[config.mk]
export PLATFORM = sky130hd
export DESIGN_NAME = prepare_log_ctrl_multi
export DESIGN_NICKNAME = d
export VERILOG_FILES = /design/src/rtl/prepare_log_ctrl_multi.sv
export SDC_FILE = /design/constraint.sdc
export NUM_CORES = 1
export LEC_CHECK = 0
export ABC_CLOCK_PERIOD_IN_PS = 6020
export BUFFER_PORTS_ARGS = -buffer_cell sky130_fd_sc_hd__buf_2
export CORE_UTILIZATION = 40
export CTS_CLUSTER_DIAMETER = 30
export CTS_CLUSTER_SIZE = 28
export DETAILED_ROUTE_END_ITERATION = 12
export SLEW_MARGIN = 20
export SYNTH_ARGS = -nofsm -noshare
export SYNTH_HDL_FRONTEND = slang
export SYNTH_SLANG_ARGS = --single-unit
export TNS_END_PERCENT = 30
[constraint.sdc]
create_clock -name i_clk -period 6.02 [get_ports i_clk]
set_input_delay 0 -clock i_clk [delete_from_list [all_inputs] [get_ports i_clk]]
set_output_delay 0 -clock i_clk [all_outputs]
set_load 0.1 [all_outputs]
[src/rtl/prepare_log_ctrl_multi.sv]
// Prepare-path log writer control: ingest pass-through plus all-or-nothing circular log entry writes.
// Optional build macro PREP_LOG_BEAT_CHECK_EN adds a sticky beat-count error output (o_log_beat_err).
module prepare_log_ctrl_multi #(
  parameter int LOG_ADDR_W = 8,
  parameter int BEAT_W     = 6,
  parameter int CNT_W      = 16
) (
  input  logic                  i_clk,
  input  logic                  i_rst,
  input  logic                  i_start_req_ingest,
  input  logic [BEAT_W-1:0]     i_start_req_beats,
  output logic                  o_start_req_rdy,
  output logic                  o_log_write_done,
  input  logic                  i_manage_prep_req_val,
  input  logic                  i_manage_prep_req_last,
  output logic                  o_prep_manage_req_rdy,
  output logic                  o_log_ctrl_realign_wr_val,
  output logic                  o_log_ctrl_realign_wr_last,
  input  logic                  i_realign_log_ctrl_wr_rdy,
  input  logic                  i_insert_log_ctrl_rd_val,
  input  logic                  i_insert_log_ctrl_rd_last,
  output logic                  o_log_ctrl_insert_rd_rdy,
  output logic                  o_prep_log_mem_wr_val,
  output logic [LOG_ADDR_W-1:0] o_prep_log_mem_wr_addr,
  input  logic                  i_log_mem_prep_wr_rdy,
  input  logic                  i_log_mem_free_val,
  input  logic [LOG_ADDR_W:0]   i_log_mem_free_beats,
  output logic [LOG_ADDR_W:0]   o_log_used,
  output logic [CNT_W-1:0]      o_log_entry_cnt,
  output logic [CNT_W-1:0]      o_log_drop_cnt
`ifdef PREP_LOG_BEAT_CHECK_EN
  ,
  output logic                  o_log_beat_err
`endif
);

  localparam int DEPTH = 2**LOG_ADDR_W;
  localparam int CMP_W = ((BEAT_W > LOG_ADDR_W + 1) ? BEAT_W : LOG_ADDR_W + 1) + 1;
  localparam int UW    = LOG_ADDR_W + 2;

  // ingest: WAITING | INGESTING ; log: READY | WRITING | DRAINING (entry consumed, not stored)
  localparam logic [0:0] ING_WAITING   = 1'b0;
  localparam logic [0:0] ING_INGESTING = 1'b1;
  localparam logic [1:0] LOG_READY     = 2'd0;
  localparam logic [1:0] LOG_WRITING   = 2'd1;
  localparam logic [1:0] LOG_DRAINING  = 2'd2;

  logic [0:0]            r_ing_state;
  logic [1:0]            r_log_state;
  logic [LOG_ADDR_W-1:0] r_head;
  logic [LOG_ADDR_W:0]   r_used;
  logic [CNT_W-1:0]      r_entry_cnt;
  logic [CNT_W-1:0]      r_drop_cnt;

  logic                  w_start_fire;
  logic                  w_fits;
  logic                  w_excess;
  logic                  w_ins_fire;
  logic                  w_ins_last_fire;
  logic                  w_wr_fire;
  logic [CMP_W-1:0]      w_space;
  logic [CMP_W-1:0]      w_req_ext;
  logic [UW-1:0]         w_used_inc;
  logic [UW-1:0]         w_free_req;
  logic [UW-1:0]         w_free_amt;
  logic [LOG_ADDR_W:0]   w_used_next;

  assign o_start_req_rdy  = (r_ing_state == ING_WAITING) && (r_log_state == LOG_READY);
  assign o_log_write_done = (r_log_state == LOG_READY);
  assign w_start_fire     = i_start_req_ingest & o_start_req_rdy;

  assign o_log_ctrl_realign_wr_val  = (r_ing_state == ING_INGESTING) & i_manage_prep_req_val;
  assign o_log_ctrl_realign_wr_last = (r_ing_state == ING_INGESTING) & i_manage_prep_req_last;
  assign o_prep_manage_req_rdy      = (r_ing_state == ING_INGESTING) & i_realign_log_ctrl_wr_rdy;

  // Only one entry is ever in flight, so the current occupancy is the whole reservation picture.
  assign w_space   = CMP_W'(DEPTH) - CMP_W'(r_used);
  assign w_req_ext = CMP_W'(i_start_req_beats);
  assign w_fits    = (i_start_req_beats != '0) && (w_req_ext <= w_space);

`ifdef PREP_LOG_BEAT_CHECK_EN
  logic [BEAT_W-1:0] r_req_beats;
  logic [BEAT_W-1:0] r_beat_cnt;
  logic              r_beat_err;

  assign w_excess       = (r_beat_cnt >= r_req_beats);
  assign o_log_beat_err = r_beat_err;

  always_ff @(posedge i_clk or posedge i_rst) begin
    if (i_rst) begin
      r_req_beats <= '0;
      r_beat_cnt  <= '0;
      r_beat_err  <= 1'b0;
    end else if (w_start_fire) begin
      r_req_beats <= i_start_req_beats;
      r_beat_cnt  <= '0;
    end else if (w_ins_fire) begin
      if (!w_excess)
        r_beat_cnt <= r_beat_cnt + BEAT_W'(1);
      if (w_excess || (i_insert_log_ctrl_rd_last &&
          (({1'b0, r_beat_cnt} + (BEAT_W+1)'(1)) != {1'b0, r_req_beats})))
        r_beat_err <= 1'b1;
    end
  end
`else
  assign w_excess = 1'b0;
`endif

  always_comb begin
    o_prep_log_mem_wr_val    = 1'b0;
    o_log_ctrl_insert_rd_rdy = 1'b0;
    case (r_log_state)
      LOG_WRITING: begin
        o_prep_log_mem_wr_val    = i_insert_log_ctrl_rd_val & ~w_excess;
        o_log_ctrl_insert_rd_rdy = w_excess | i_log_mem_prep_wr_rdy;
      end
      LOG_DRAINING: o_log_ctrl_insert_rd_rdy = 1'b1;
      default: ;
    endcase
  end

  assign w_ins_fire      = i_insert_log_ctrl_rd_val & o_log_ctrl_insert_rd_rdy;
  assign w_ins_last_fire = w_ins_fire & i_insert_log_ctrl_rd_last;
  assign w_wr_fire       = o_prep_log_mem_wr_val & i_log_mem_prep_wr_rdy;

  assign w_used_inc  = UW'(r_used) + UW'(w_wr_fire);
  assign w_free_req  = UW'(i_log_mem_free_beats);
  assign w_free_amt  = !i_log_mem_free_val ? '0 :
                       ((w_free_req < w_used_inc) ? w_free_req : w_used_inc);
  assign w_used_next = (LOG_ADDR_W+1)'(w_used_inc - w_free_amt);

  always_ff @(posedge i_clk or posedge i_rst) begin
    if (i_rst) begin
      r_ing_state <= ING_WAITING;
    end else begin
      case (r_ing_state)
        ING_WAITING:
          if (w_start_fire) r_ing_state <= ING_INGESTING;
        default:
          if (o_log_ctrl_realign_wr_val && i_realign_log_ctrl_wr_rdy && o_log_ctrl_realign_wr_last)
            r_ing_state <= ING_WAITING;
      endcase
    end
  end

  always_ff @(posedge i_clk or posedge i_rst) begin
    if (i_rst) begin
      r_log_state <= LOG_READY;
      r_entry_cnt <= '0;
      r_drop_cnt  <= '0;
    end else begin
      case (r_log_state)
        LOG_READY:
          if (w_start_fire) r_log_state <= w_fits ? LOG_WRITING : LOG_DRAINING;
        LOG_WRITING:
          if (w_ins_last_fire) begin
            r_entry_cnt <= r_entry_cnt + CNT_W'(1);
            r_log_state <= LOG_READY;
          end
        LOG_DRAINING:
          if (w_ins_last_fire) begin
            r_drop_cnt  <= r_drop_cnt + CNT_W'(1);
            r_log_state <= LOG_READY;
          end
        default: r_log_state <= LOG_READY;
      endcase
    end
  end

  always_ff @(posedge i_clk or posedge i_rst) begin
    if (i_rst) begin
      r_head <= '0;
      r_used <= '0;
    end else begin
      if (w_wr_fire) r_head <= r_head + LOG_ADDR_W'(1);
      r_used <= w_used_next;
    end
  end

  assign o_prep_log_mem_wr_addr = r_head;
  assign o_log_used             = r_used;
  assign o_log_entry_cnt        = r_entry_cnt;
  assign o_log_drop_cnt         = r_drop_cnt;

endmodule

======== Word level (Yosys, flattened, before mapping) ========
Index checks and enable logic that the tools add are counted.
word-level totals
  flip-flop bits (word level) ............. 52
  input bits .............................. 25
  output and inout bits ................... 56
  logic and storage cells ................. 47
operators by class
  $add $sub $neg .......................... 6
  order comparisons ....................... 2
  eq/ne operators ......................... 4
  muxes and demuxes ....................... 11
  bitwise operators ....................... 8
  reduce and logical (&&, ||, !) cells .... 10
operators with widths
  operator               count
  $add 16x1->16 const B  2
  $mux 9                 2
  $add 9x1->10           1
  $le 6x10->1            1
  $lt 9x10->1            1
  $sub 9x9->10 const A   1
  $sub 9x9->9            1
  $add 8x1->8 const B    1
  $and 1x1->1            7
  $mux 2                 3
  $reduce_and 2->1       3
  $reduce_bool 6->1      1
  $logic_and 1x1->1      4
  $mux 1                 4
  $ne 2x1->1 const B     2
  $pmux 2 s2             1
  $eq 2x1->1 const B     1
  $eq 2x2->1 const B     1
  $logic_not 2->1        1
  $pmux 1 s2             1
  $reduce_or 2->1        1
  $not 1->1              1

======== Logic depth before layout (Yosys ltp) ========
Gate-level depths: netlist of run 1.
  depth after elaboration ................. 8
  gate-level depth with buffers ........... 28

======== Least setup slack after synthesis of run 1 ========
OpenSTA, ideal clock, no wires.
  path type ............................... register to register
  from .................................... reg r_log_state[1]
  to ...................................... reg r_used[8] (netlist: o_log_used[8])
  setup time .............................. 0.133 ns
  arrival ................................. 5.794 ns
  setup slack ............................. 0.093 ns
  stages on the path, launching flop included .. 28
  clock period less this slack ............ 5.927 ns
  cell sequence ........................... dfrtp_1 -> inv_1 -> ha_1 -> and2_1 -> nand2_1 -> inv_1 -> ha_1 -> ha_1 -> xor2_1 -> inv_1 -> ha_1 -> a21oi_1 -> o21ai_0 -> maj3_2 -> a311o_1 -> a31oi_4 -> clkbuf_1 -> a21oi_1 -> nor2b_1 -> ha_1 -> inv_1 -> fa_1 -> a21oi_1 -> and2_1 -> mux2i_1 -> a41oi_2 -> mux2i_1 -> nand4_1
on the way
  cells in the longest elaborated chain, start to end .. 8
ends and longest elaborated chain
  what                       line  RTL
  from (decl)                49    logic [1:0] r_log_state;
  from (signal assigned)     154   if (w_start_fire) r_log_state <= w_fits ? LOG_WRITING : LOG_DRAINING;
  $eq 2x1->1 *               112   case (r_log_state)
  $mux 1 *                   112
  via o_prep_log_mem_wr_val  23    output logic o_prep_log_mem_wr_val,
  $and 1x1->1 *              124   assign w_wr_fire = o_prep_log_mem_wr_val & i_log_mem_prep_wr_rdy;
  via w_wr_fire              60    logic w_wr_fire;
  $add 9x1->10 *             126   assign w_used_inc = UW'(r_used) + UW'(w_wr_fire);
  $lt 9x10->1                129   ((w_free_req < w_used_inc) ? w_free_req : w_used_inc);
  $mux 9                     129
  $mux 9                     128   assign w_free_amt = !i_log_mem_free_val ? '0 :
  $sub 9x9->9 *              130   assign w_used_next = (LOG_ADDR_W+1)'(w_used_inc - w_free_amt);
  via w_used_next[8]         66    logic [LOG_ADDR_W:0] w_used_next;
  to (signal assigned)       176   r_used <= w_used_next;
  to (decl)                  51    logic [LOG_ADDR_W:0] r_used;
The timed path passes the listed nets; every way through them passes the cells marked *.
A chain may end at the register's enable or synchronous reset.

======== Worst setup path in the final report of run 1 ========
  from .................................... reg r_log_state[1]
  to ...................................... reg r_used[8] (netlist: o_log_used[8])
on the way
  cells in the longest elaborated chain, start to end .. 8
ends and longest elaborated chain
  what                line
  $eq 2x1->1 *        112
  $mux 1 *            112
  $and 1x1->1 *       124
  via w_wr_fire       60
  $add 9x1->10 *      126
  $lt 9x10->1         129
  $mux 9              129
  $mux 9              128
  $sub 9x9->9 *       130
  via w_used_next[8]  66
Marks and branches as above.

==> impl_results.md, run 1 <==
- First-pass GRT wire length: 11340 µm
- Placed cell area: 3795 µm²
- Slowest cell delay on critical path: 0.42 ns
- Final #Nets: just under 500
- Crit-path leading delay family: adder cells
- Slew HR: 57.50%
- Drt wl/cell: 12.74 µm
- Placed wire-length estimate: 5328 µm
- Synth-to-layout area growth: 20.03%
- Routed Antenna Nets: 0
- RR Startpoint: r_log_state[1]
- Die Width: 92.81 µm
- Core Region: slightly below 8000 µm²
- Final setup fails: 0
- Syn Inst Count: 344
- Clock-pin slew on the worst setup and hold paths: ~0.09 ns
- Initial antenna violation count: 0
- Die Area: 8613 µm²
- Hold Crit Class: in2reg
- Hold Crit Start: i_log_mem_prep_wr_rdy
- Clock skew: 0.007298 ns
- Total GRT Usage: 16.29%
- Cell mode on critical path: ha_1
- Worst path slowest cell: fa_1
- Via count: 2693
- Residual DRC: 0
- I/O Buffers: 80
- Sum Neg Setup Slack: 0 ns
- Post-Syn Nets: 395
- Period minus WS final: 5.429 ns
- Worst hold endpoint: o_prep_log_mem_wr_addr[1]
- Top cells by area, synth: dfrtp_1 39%, xnor2_1 10%, ha_1 9.5%
- H-tree depth: 2
- Register area share after synthesis: 39.45%
- Post-synthesis cell area: ~3300 µm²
- Yosys warning count: 0
- Clock buffer count from CTS: 5
- Worst Slack Setup Final: 0.5907 ns
- Largest net degree at the start of global routing: 53
- Avg Synthesized Cell Area: 9.588 µm²
- Crit path buf inv count: 4
- CP Launch Type: flip-flop
- Post-layout util: 50.45%
- Fmax: 184.2 MHz
- Top-area cell type share of the netlist area: 39.45%
- Number of global-route vias before repair: roughly 2500
- Top FF cell, synth: dfrtp_1
- Max-slew violation count: 0
- Non-Filler Instances: 533
- Required @ worst endpoint: 6.20 ns
- Top Ports: 81
- Placed Cells: 519
- Total iterations of the first detailed-routing run: 4
- Maximum root-to-sink buffer count: 2
- Max-Cap Viols: 0
- Static Leak: ~2 nW
- Critical Path End Type: flip-flop
- CTS tree: done
- Async SR Flop Fraction: 100.0%
- VDD IR max: around 0.23 mV
- FF-to-FF End: o_log_used[8]
- Dpl ws: 0.5039 ns
- Initial Util: 42.03%
- Detailed Route WL: just under 7000 µm
- WS Path Type: reg2reg
- Pwr/cell area: around 520 nW/µm²
- Clk_lat worst skew: approximately 0.3 ns
- Max FO, Critical Path: 9
- Outcome: finished, final reports clean
- R2r setup slk: 0.59 ns
- Final instance area: 3959 µm²
- CTS root buf: clkbuf_8
- R2r worst-path depth: 26
- GPL Wtd Cong: slightly above 0.8
- Area leader, netlist: dfrtp_1
- Routed vias/inst: 5.053
- Share of layout cells above drive strength 1: a little under a quarter
- Fin crit share: 90.19%
- DRT iter0 DRCs: 60
- Synth Register Bits: 52
- CTS Sinks: 52
- Post-synth EDFFs: 0
- Rows: 32
- Antenna fix cells: 0
- RSZ-0062 raised after global routing: no
- CTS resizes: 0
- Worst-Margin Slew: 0.6375 ns
- Total gr overflow: 0
- Hold Vio Cnt, Final: 0
- Arrival @ worst endpoint: 5.61 ns
- Die Height: roughly 93 µm
- Hold path cells: 4
- Synth unique cells: 50
## layer usage
metal  global-route usage [%]  up-vias  wire [µm]
met5                        0        -          0
met3                    3.284        4        317
met4                    3.462        0         48
met1                    21.62     1268       3266
li1                         -     1359          -
met2                    27.33       62       3157
## layout by cell type, fill, tap and decap left out, drive strengths merged, types with 2 or more instances in the layout
master / synthesis / routed
a21o: 2 / 2
a21oi: 10 / 10
a31oi: 3 / 3
and2: 9 / 9
and3: 9 / 9
buf: 4 / 83
clkbuf: 3 / 6
dfrtp: 52 / 52
dlygate4sd3: 0 / 3
ha: 25 / 25
inv: 21 / 22
mux2: 2 / 2
mux2i: 2 / 2
nand2: 38 / 38
nand2b: 7 / 7
nand3: 25 / 25
nand4: 10 / 10
nor2: 14 / 14
nor2b: 6 / 6
nor3: 5 / 5
o211ai: 4 / 4
o21a: 2 / 2
o21ai: 11 / 11
o32ai: 2 / 2
or3: 4 / 4
xnor2: 38 / 38
xor2: 16 / 16
## flip-flops by register name (all words and copies together) (netlist names)
signal / count
o_log_drop_cnt: 16
o_log_entry_cnt: 16
o_log_used: 9
o_prep_log_mem_wr_addr: 8
r_log_state: 2
r_ing_state: 1
## power by group
group	internal [mW]	switching (mW)
Sequential	0.415	0.100
Combinational	0.399	0.914
Clock	0.126	0.117
## per-stage QoR
stage | hold slack [ns] | total power [mW]
after detailed placement | 0.1454 | 1.815
after global routing | 0.06360 | 2.217
final | 0.05061 | 2.070
after floorplan | 0.1411 | 1.601
after CTS | 0.03216 | 2.067
after global placement | 0.2521 | 1.799
## Yosys cell counts, types with 3 or more instances
master     n
dfrtp_1   52
nand2_1   38
xnor2_1   38
ha_1      25
nand3_1   24
inv_1     21
xor2_1    16
nor2_1    14
a21oi_1   10
nand4_1   10
o21ai_0   10
and2_1     9
and3_1     9
nand2b_1   7
nor2b_1    6
nor3_1     5
o211ai_1   4
or3_1      4
buf_2      3
clkbuf_1   3
## logic make-up (layout without fill, tap and decap cells)
| family | Yosys count | count (layout) | share of synthesized area, % |
|---|---|---|---|
| AOI/OAI and AO/OA | 43 | 43 | 9.295 |
| xor gates and xnor gates | 55 | 55 | 15.06 |
| adders and majority gates | 27 | 27 | 10.43 |
| buffers and inverters | 28 | 115 | 3.414 |
| DFF | 52 | 52 | 39.45 |
| muxes | 4 | 4 | 1.290 |
| and+or+nand+nor | 135 | 135 | 21.06 |
## worst min-delay path, stage by stage
cell	delay [ns]
buf_2	0.11
nand2_1	0.09
nand2_1	0.07
nand2_1	0.04
## layout make-up
type                       count  area (µm²)
fill                         775        3889
multi-input combinational    264        1884
sequential                    52        1301
timing repair buffer          86       452.9
tap                          102       127.6
inverter                      21       81.33
clock buffer                   6       72.57
clock inverter                 2       38.79
## worst max path at each step
stage,from,endpoint,cells after the start
after floorplan,r_log_state[1],o_log_used[8],27
after global placement,r_log_state[1],o_log_used[8],26
after detailed placement,r_log_state[1],o_log_used[8],26
after CTS,r_log_state[1],o_log_used[8],26
after global routing,r_log_state[1],o_log_used[8],26
final,r_log_state[1],o_log_used[8],26
## repair_timing
| action | in CTS | in global routing |
|---|---|---|
| buffers inserted | 0 | 3 |
| hold buffers | 3 | 0 |
| setup endpoints to repair | 0 | 1 |
| hold endpoints to repair | 53 | 0 |
No activity file was read; power rests on OpenSTA's default activity.
==> run 2, diff against run 1 <==
--- a/config.mk
+++ b/config.mk
@@ -8,6 +8,7 @@
 export ABC_CLOCK_PERIOD_IN_PS = 6020
 export BUFFER_PORTS_ARGS = -buffer_cell sky130_fd_sc_hd__buf_2
 export CORE_UTILIZATION = 40
+export CTS_BUF_LIST = sky130_fd_sc_hd__clkbuf_8
 export CTS_CLUSTER_DIAMETER = 30
 export CTS_CLUSTER_SIZE = 28
 export DETAILED_ROUTE_END_ITERATION = 12
==> impl_results.md, run 2 (synthesized netlist as in run 1, its figures left out) <==
- Period minus WS final: 5.430 ns (+0.0006990 ns)
- Routed Antenna Nets: 0 (unchanged)
- Required @ worst endpoint: 6.20 ns (about the same)
- Final #Nets: 481 (unchanged)
- Residual DRC: 0 (unchanged)
- Hold Crit Class: in2reg
- CP Launch Type: flip-flop
- Core Region: 7848 µm² (unchanged)
- First-pass GRT wire length: 11340 µm (unchanged)
- Rows: 32 (unchanged)
- Final instance area: 3959 µm² (unchanged)
- Clk_lat worst skew: 0.30 ns (about the same)
- Max-Cap Viols: 0 (unchanged)
- Routed vias/inst: 5.064 (+0.22%)
- Slowest cell delay on critical path: 0.42 ns (about the same)
- Detailed Route WL: 6791 µm (about the same)
- Die Height: 92.81 µm (unchanged)
- Clock-pin slew on the worst setup and hold paths: 0.09 ns (about the same)
- Die Width: 92.81 µm (unchanged)
- Dpl ws: 0.5039 ns (unchanged)
- Outcome: finished, final reports clean
- Pwr/cell area: 522.6 nW/µm² (about the same)
- Cell mode on critical path: ha_1
- CTS Sinks: 52 (unchanged)
- Worst Slack Setup Final: 0.5900 ns (-0.0006990 ns)
- I/O Buffers: 80 (unchanged)
- Critical Path End Type: flip-flop
- Largest net degree at the start of global routing: 53 (unchanged)
- Total gr overflow: 0 (unchanged)
- Clock buffer count from CTS: 5 (unchanged)
- Placed wire-length estimate: 5328 µm (unchanged)
- Total power: 2.069 mW (about the same)
- Hold Vio Cnt, Final: 0 (unchanged)
- Post-layout util: 50.45% (unchanged)
- Maximum root-to-sink buffer count: 2 (unchanged)
- Fmax: 184.2 MHz (about the same)
- GPL Wtd Cong: 0.8288 (unchanged)
- Initial Util: 42.03% (unchanged)
- Clock skew: 0.007298 ns (+0.0000001100 ns)
- Die Area: 8613 µm² (unchanged)
- Placed cell area: 3795 µm² (unchanged)
- Final setup fails: 0 (unchanged)
- Total iterations of the first detailed-routing run: 4 (unchanged)
- Slew HR: 57.53% (about the same)
- Sum Neg Setup Slack: 0 ns (unchanged)
- Max-slew violation count: 0 (unchanged)
- Max FO, Critical Path: 9 (unchanged)
- Fin crit share: 90.20% (about the same)
- Commonest cells after routing, fill and taps aside: 80 x buf_2, 52 x dfrtp_1, 38 x nand2_1, 38 x xnor2_1, 25 x ha_1
- Antenna fix cells: 0 (unchanged)
- Total GRT Usage: 16.29% (unchanged)
- Via count: 2699 (+0.22%)
- DRT iter0 DRCs: 61 (+1.7%)
- Most common library cell in the layout ignoring fill and taps: buf_2
- Number of global-route vias before repair: 2479 (unchanged)
- Worst path slowest cell: fa_1
- VDD IR max: 0.2290 mV (about the same)
- RSZ-0062 raised after global routing: no
- Static Leak: 2.020 nW (+0.21%)
- Initial antenna violation count: 0 (unchanged)
- Arrival @ worst endpoint: 5.61 ns (about the same)
- CTS tree: done
- Top Ports: 81 (unchanged)
- Share of layout cells above drive strength 1: 22.74% (unchanged)
- Drt wl/cell: 12.74 µm (about the same)
- H-tree depth: 2 (unchanged)
- CTS root buf: clkbuf_8
- Worst-Margin Slew: 0.6371 ns (-0.0003896 ns)
- Synth-to-layout area growth: 20.03% (unchanged)
- WS Path Type: reg2reg
==> run 2: stage by stage <==
step           cells  hold WS (ns)
3_5_place_dp     519        0.1454
5_1_grt          533       0.06360
2_1_floorplan    344        0.1411
3_3_place_gp     519        0.2521
6_report         533       0.05063
4_1_cts          530       0.03216
==> run 2: path summary, 6_finish.rpt <==
path | startpoint | end | slack [ns] | depth (start not counted)
worst max register to register | r_log_state[1] | o_log_used[8] | 0.59 | 26
max in group asynchronous | i_rst | o_prep_log_mem_wr_addr[1] | 5.26 | 3
min in group asynchronous | i_rst | o_log_drop_cnt[6] | 0.33 | 3
worst min register to register | o_log_drop_cnt[15] | o_log_drop_cnt[15] | 0.48 | 1
worst max-delay path | r_log_state[1] | o_log_used[8] | 0.59 | 26
worst min-delay path | i_log_mem_prep_wr_rdy | o_prep_log_mem_wr_addr[1] | 0.05 | 4
==> run 2: area by class of cell <==
cell class                      count  area [µm²]
Clock buffer                        5       68.82
Timing Repair Buffer               86       452.9
Fill cell                         775        3889
Clock inverter                      3       42.54
Multi-Input combinational cell    264        1884
Sequential cell                    52        1301
Inverter                           21       81.33
Tap cell                          102       127.6
==> run 2: critical path: cells and delay by family (launching register included) <==
kind,cells,cell delay [ns]
buffers and inverters,4,0.37
AND/OR/NAND/NOR,5,0.63
AO/OA/AOI/OAI,7,1.43
adder cells (fa/ha/maj),7,1.88
flip-flops,1,0.40
XOR/XNOR,1,0.29
multiplexers,2,0.31
==> run 2: timing repair <==
item,CTS,global route
hold endpoints to repair,53,0
setup buffers,0,3
endpoints found under the setup margin,0,1
hold buffers,3,0
gates resized for setup,0,0
==> run 2: routing by layer <==
metal / up-vias / GRT usage, % / part of all wire [%]
li1: 1359 / - / -
met1: 1270 / 21.62 / 48
met2: 66 / 27.33 / 46
met3: 4 / 3.284 / 4.9
met4: 0 / 3.462 / 0.71
met5: - / 0 / 0
==> run 2: report_power, final <==
group | internal [mW] | leakage [nW] | total (mW) | switching [mW]
registers | 0.415 | 0.690 | 0.515 | 0.100
logic | 0.399 | 1.27 | 1.31 | 0.914
clock network | 0.124 | 0.0599 | 0.241 | 0.117
total | 0.938 | 2.02 | 2.07 | 1.13
==> run 3, diff against run 2 <==
--- a/config.mk
+++ b/config.mk
@@ -12,6 +12,7 @@
 export CTS_CLUSTER_DIAMETER = 30
 export CTS_CLUSTER_SIZE = 28
 export DETAILED_ROUTE_END_ITERATION = 12
+export MAX_ROUTING_LAYER = met4
 export SLEW_MARGIN = 20
 export SYNTH_ARGS = -nofsm -noshare
 export SYNTH_HDL_FRONTEND = slang
==> impl_results.md, run 3 (synthesized netlist as in run 1, its figures left out) <==
- Die Width: 92.81 µm (unchanged)
- CTS tree: done
- Core Region: 7848 µm² (unchanged)
- H-tree depth: 2 (unchanged)
- DRT iter0 DRCs: 76 (+25%)
- Final #Nets: 481 (unchanged)
- Period minus WS final: 5.432 ns (+0.001934 ns)
- CTS resizes: 0 (unchanged)
- I/O Buffers: 80 (unchanged)
- Top Ports: 81 (unchanged)
- Total iterations of the first detailed-routing run: 4 (unchanged)
- GPL Wtd Cong: 0.8414 (+1.5%)
- Most common library cell in the layout ignoring fill and taps: buf_2
- Required @ worst endpoint: 6.20 ns (about the same)
- Total power: 2.069 mW (about the same)
- Residual DRC: 0 (unchanged)
- Slew HR: 57.50% (about the same)
- Dpl ws: 0.5039 ns (unchanged)
- Drt wl/cell: 12.77 µm (+0.22%)
- Max-slew violation count: 0 (unchanged)
- Hold path cells: 4 (unchanged)
- R2r setup slk: 0.59 ns (about the same)
- Fmax: 184.1 MHz (about the same)
- Largest net degree at the start of global routing: 53 (unchanged)
- Final setup fails: 0 (unchanged)
- CP Launch Type: flip-flop
- Detailed Route WL: 6806 µm (+0.22%)
- Commonest cells after routing, fill and taps aside: 80 x buf_2, 52 x dfrtp_1, 38 x nand2_1, 38 x xnor2_1, 25 x ha_1
- WS Path Type: reg2reg
- Max FO, Critical Path: 9 (unchanged)
- Arrival @ worst endpoint: 5.62 ns (about the same)
- Die Height: 92.81 µm (unchanged)
- CTS Sinks: 52 (unchanged)
- Hold Crit Start: i_log_mem_prep_wr_rdy
- Clk_lat worst skew: 0.30 ns (about the same)
- Hold Crit Class: in2reg
- Number of global-route vias before repair: 2473 (-0.24%)
- Clock buffer count from CTS: 5 (unchanged)
- Via count: 2697 (-0.074%)
- Outcome: finished, final reports clean
- Routed vias/inst: 5.060 (about the same)
- Hold Vio Cnt, Final: 0 (unchanged)
- Rows: 32 (unchanged)
- First-pass GRT wire length: 11350 µm (about the same)
- Die Area: 8613 µm² (unchanged)
- CTS root buf: clkbuf_8
- Routed Antenna Nets: 0 (unchanged)
- Clock skew: 0.008029 ns (+0.0007314 ns)
- Total gr overflow: 0 (unchanged)
- Initial Util: 42.03% (unchanged)
- Antenna fix cells: 0 (unchanged)
- Clock-pin slew on the worst setup and hold paths: 0.09 ns (about the same)
- Sum Neg Setup Slack: 0 ns (unchanged)
- Share of layout cells above drive strength 1: 22.74% (unchanged)
- Total GRT Usage: 16.76% (+0.47 points)
- Initial antenna violation count: 0 (unchanged)
- Placed wire-length estimate: 5328 µm (unchanged)
- Maximum root-to-sink buffer count: 2 (unchanged)
- R2r worst-path depth: 26 (unchanged)
- Worst Slack Setup Final: 0.5881 ns (-0.001934 ns)
- Fin crit share: 90.23% (about the same)
- Critical Path End Type: flip-flop
- Synth-to-layout area growth: 20.03% (unchanged)
- Worst-Margin Slew: 0.6375 ns (+0.0003982 ns)
- Static Leak: 2.020 nW (unchanged)
- FF-to-FF End: o_log_used[8]
- RSZ-0062 raised after global routing: no
- Worst hold endpoint: o_prep_log_mem_wr_addr[1]
- RR Startpoint: r_log_state[1]
- VDD IR max: 0.2290 mV (about the same)
- Pwr/cell area: 522.7 nW/µm² (about the same)
- Max-Cap Viols: 0 (unchanged)
-- run 3: cell counts in the layout (fill, tap and decap cells not counted) --
Identical to the previous run, type by type.
-- run 3: how the worst max path moves through the flow --
stage | to | cells past startpoint | slack, ns | start
floorplan | o_log_used[8] | 27 | 0.09 | r_log_state[1]
global placement | o_log_used[8] | 26 | 0.63 | r_log_state[1]
detailed placement | o_log_used[8] | 26 | 0.50 | r_log_state[1]
CTS | o_log_used[8] | 26 | 0.48 | r_log_state[1]
global route | o_log_used[8] | 26 | 0.05 | r_log_state[1]
finish | o_log_used[8] | 26 | 0.59 | r_log_state[1]
-- run 3: through the flow --
stage               area [µm²]  cells  utilization (%)  hold WS [ns]
finish                    3959    533            50.45       0.05227
global placement          3792    519            48.33        0.2521
floorplan                 3298    344                -        0.1411
CTS                       3936    530            50.16       0.03216
global route              3959    533            50.45       0.06360
detailed placement        3795    519            48.36        0.1454
-- run 3: timing repair --
action | in CTS | in global routing
endpoints found under the hold margin | 53 | 0
endpoints found under the setup margin | 0 | 1
hold buffers | 3 | 0
setup buffers | 0 | 3
-- run 3: cell type report --
| class | instances | area, µm² |
|---|---|---|
| sequential | 52 | 1301 |
| timing repair buffer | 86 | 452.9 |
| tap | 102 | 127.6 |
| clock buffer | 5 | 68.82 |
| fill | 775 | 3889 |
| inverter | 21 | 81.33 |
| multi-input combinational | 264 | 1884 |
| clock inverter | 3 | 42.54 |
-- run 3: power by group --
part	switching [mW]	internal, mW
sequential	0.101	0.415
combinational	0.914	0.399
clock	0.116	0.124
total	1.13	0.938
-- run 3: worst max-delay path, stage by stage (launching register included) --
cell	delay, ns
dfrtp_1	0.40
inv_1	0.08
ha_1	0.15
and2_1	0.17
nand2_1	0.10
inv_1	0.15
ha_1	0.27
ha_1	0.31
xor2_1	0.29
inv_1	0.08
ha_1	0.29
a21oi_1	0.11
o21ai_0	0.09
maj3_2	0.29
a311o_1	0.35
a31oi_4	0.29
a21oi_1	0.11
nor2b_1	0.12
ha_1	0.15
inv_1	0.06
fa_1	0.42
a21oi_1	0.20
and2_1	0.15
mux2i_1	0.09
a41oi_2	0.28
mux2i_1	0.22
nand4_1	0.09
-- run 3: metal layers --
layer | vias up | track usage [%] | share of wire (%) | wire length (µm)
met5 | - | - | 0 | 0
met3 | 4 | 3.284 | 4.7 | 319
li1 | 1359 | - | - | -
met4 | 0 | 3.462 | 0.71 | 48
met1 | 1270 | 21.62 | 48 | 3272
met2 | 64 | 27.39 | 47 | 3165
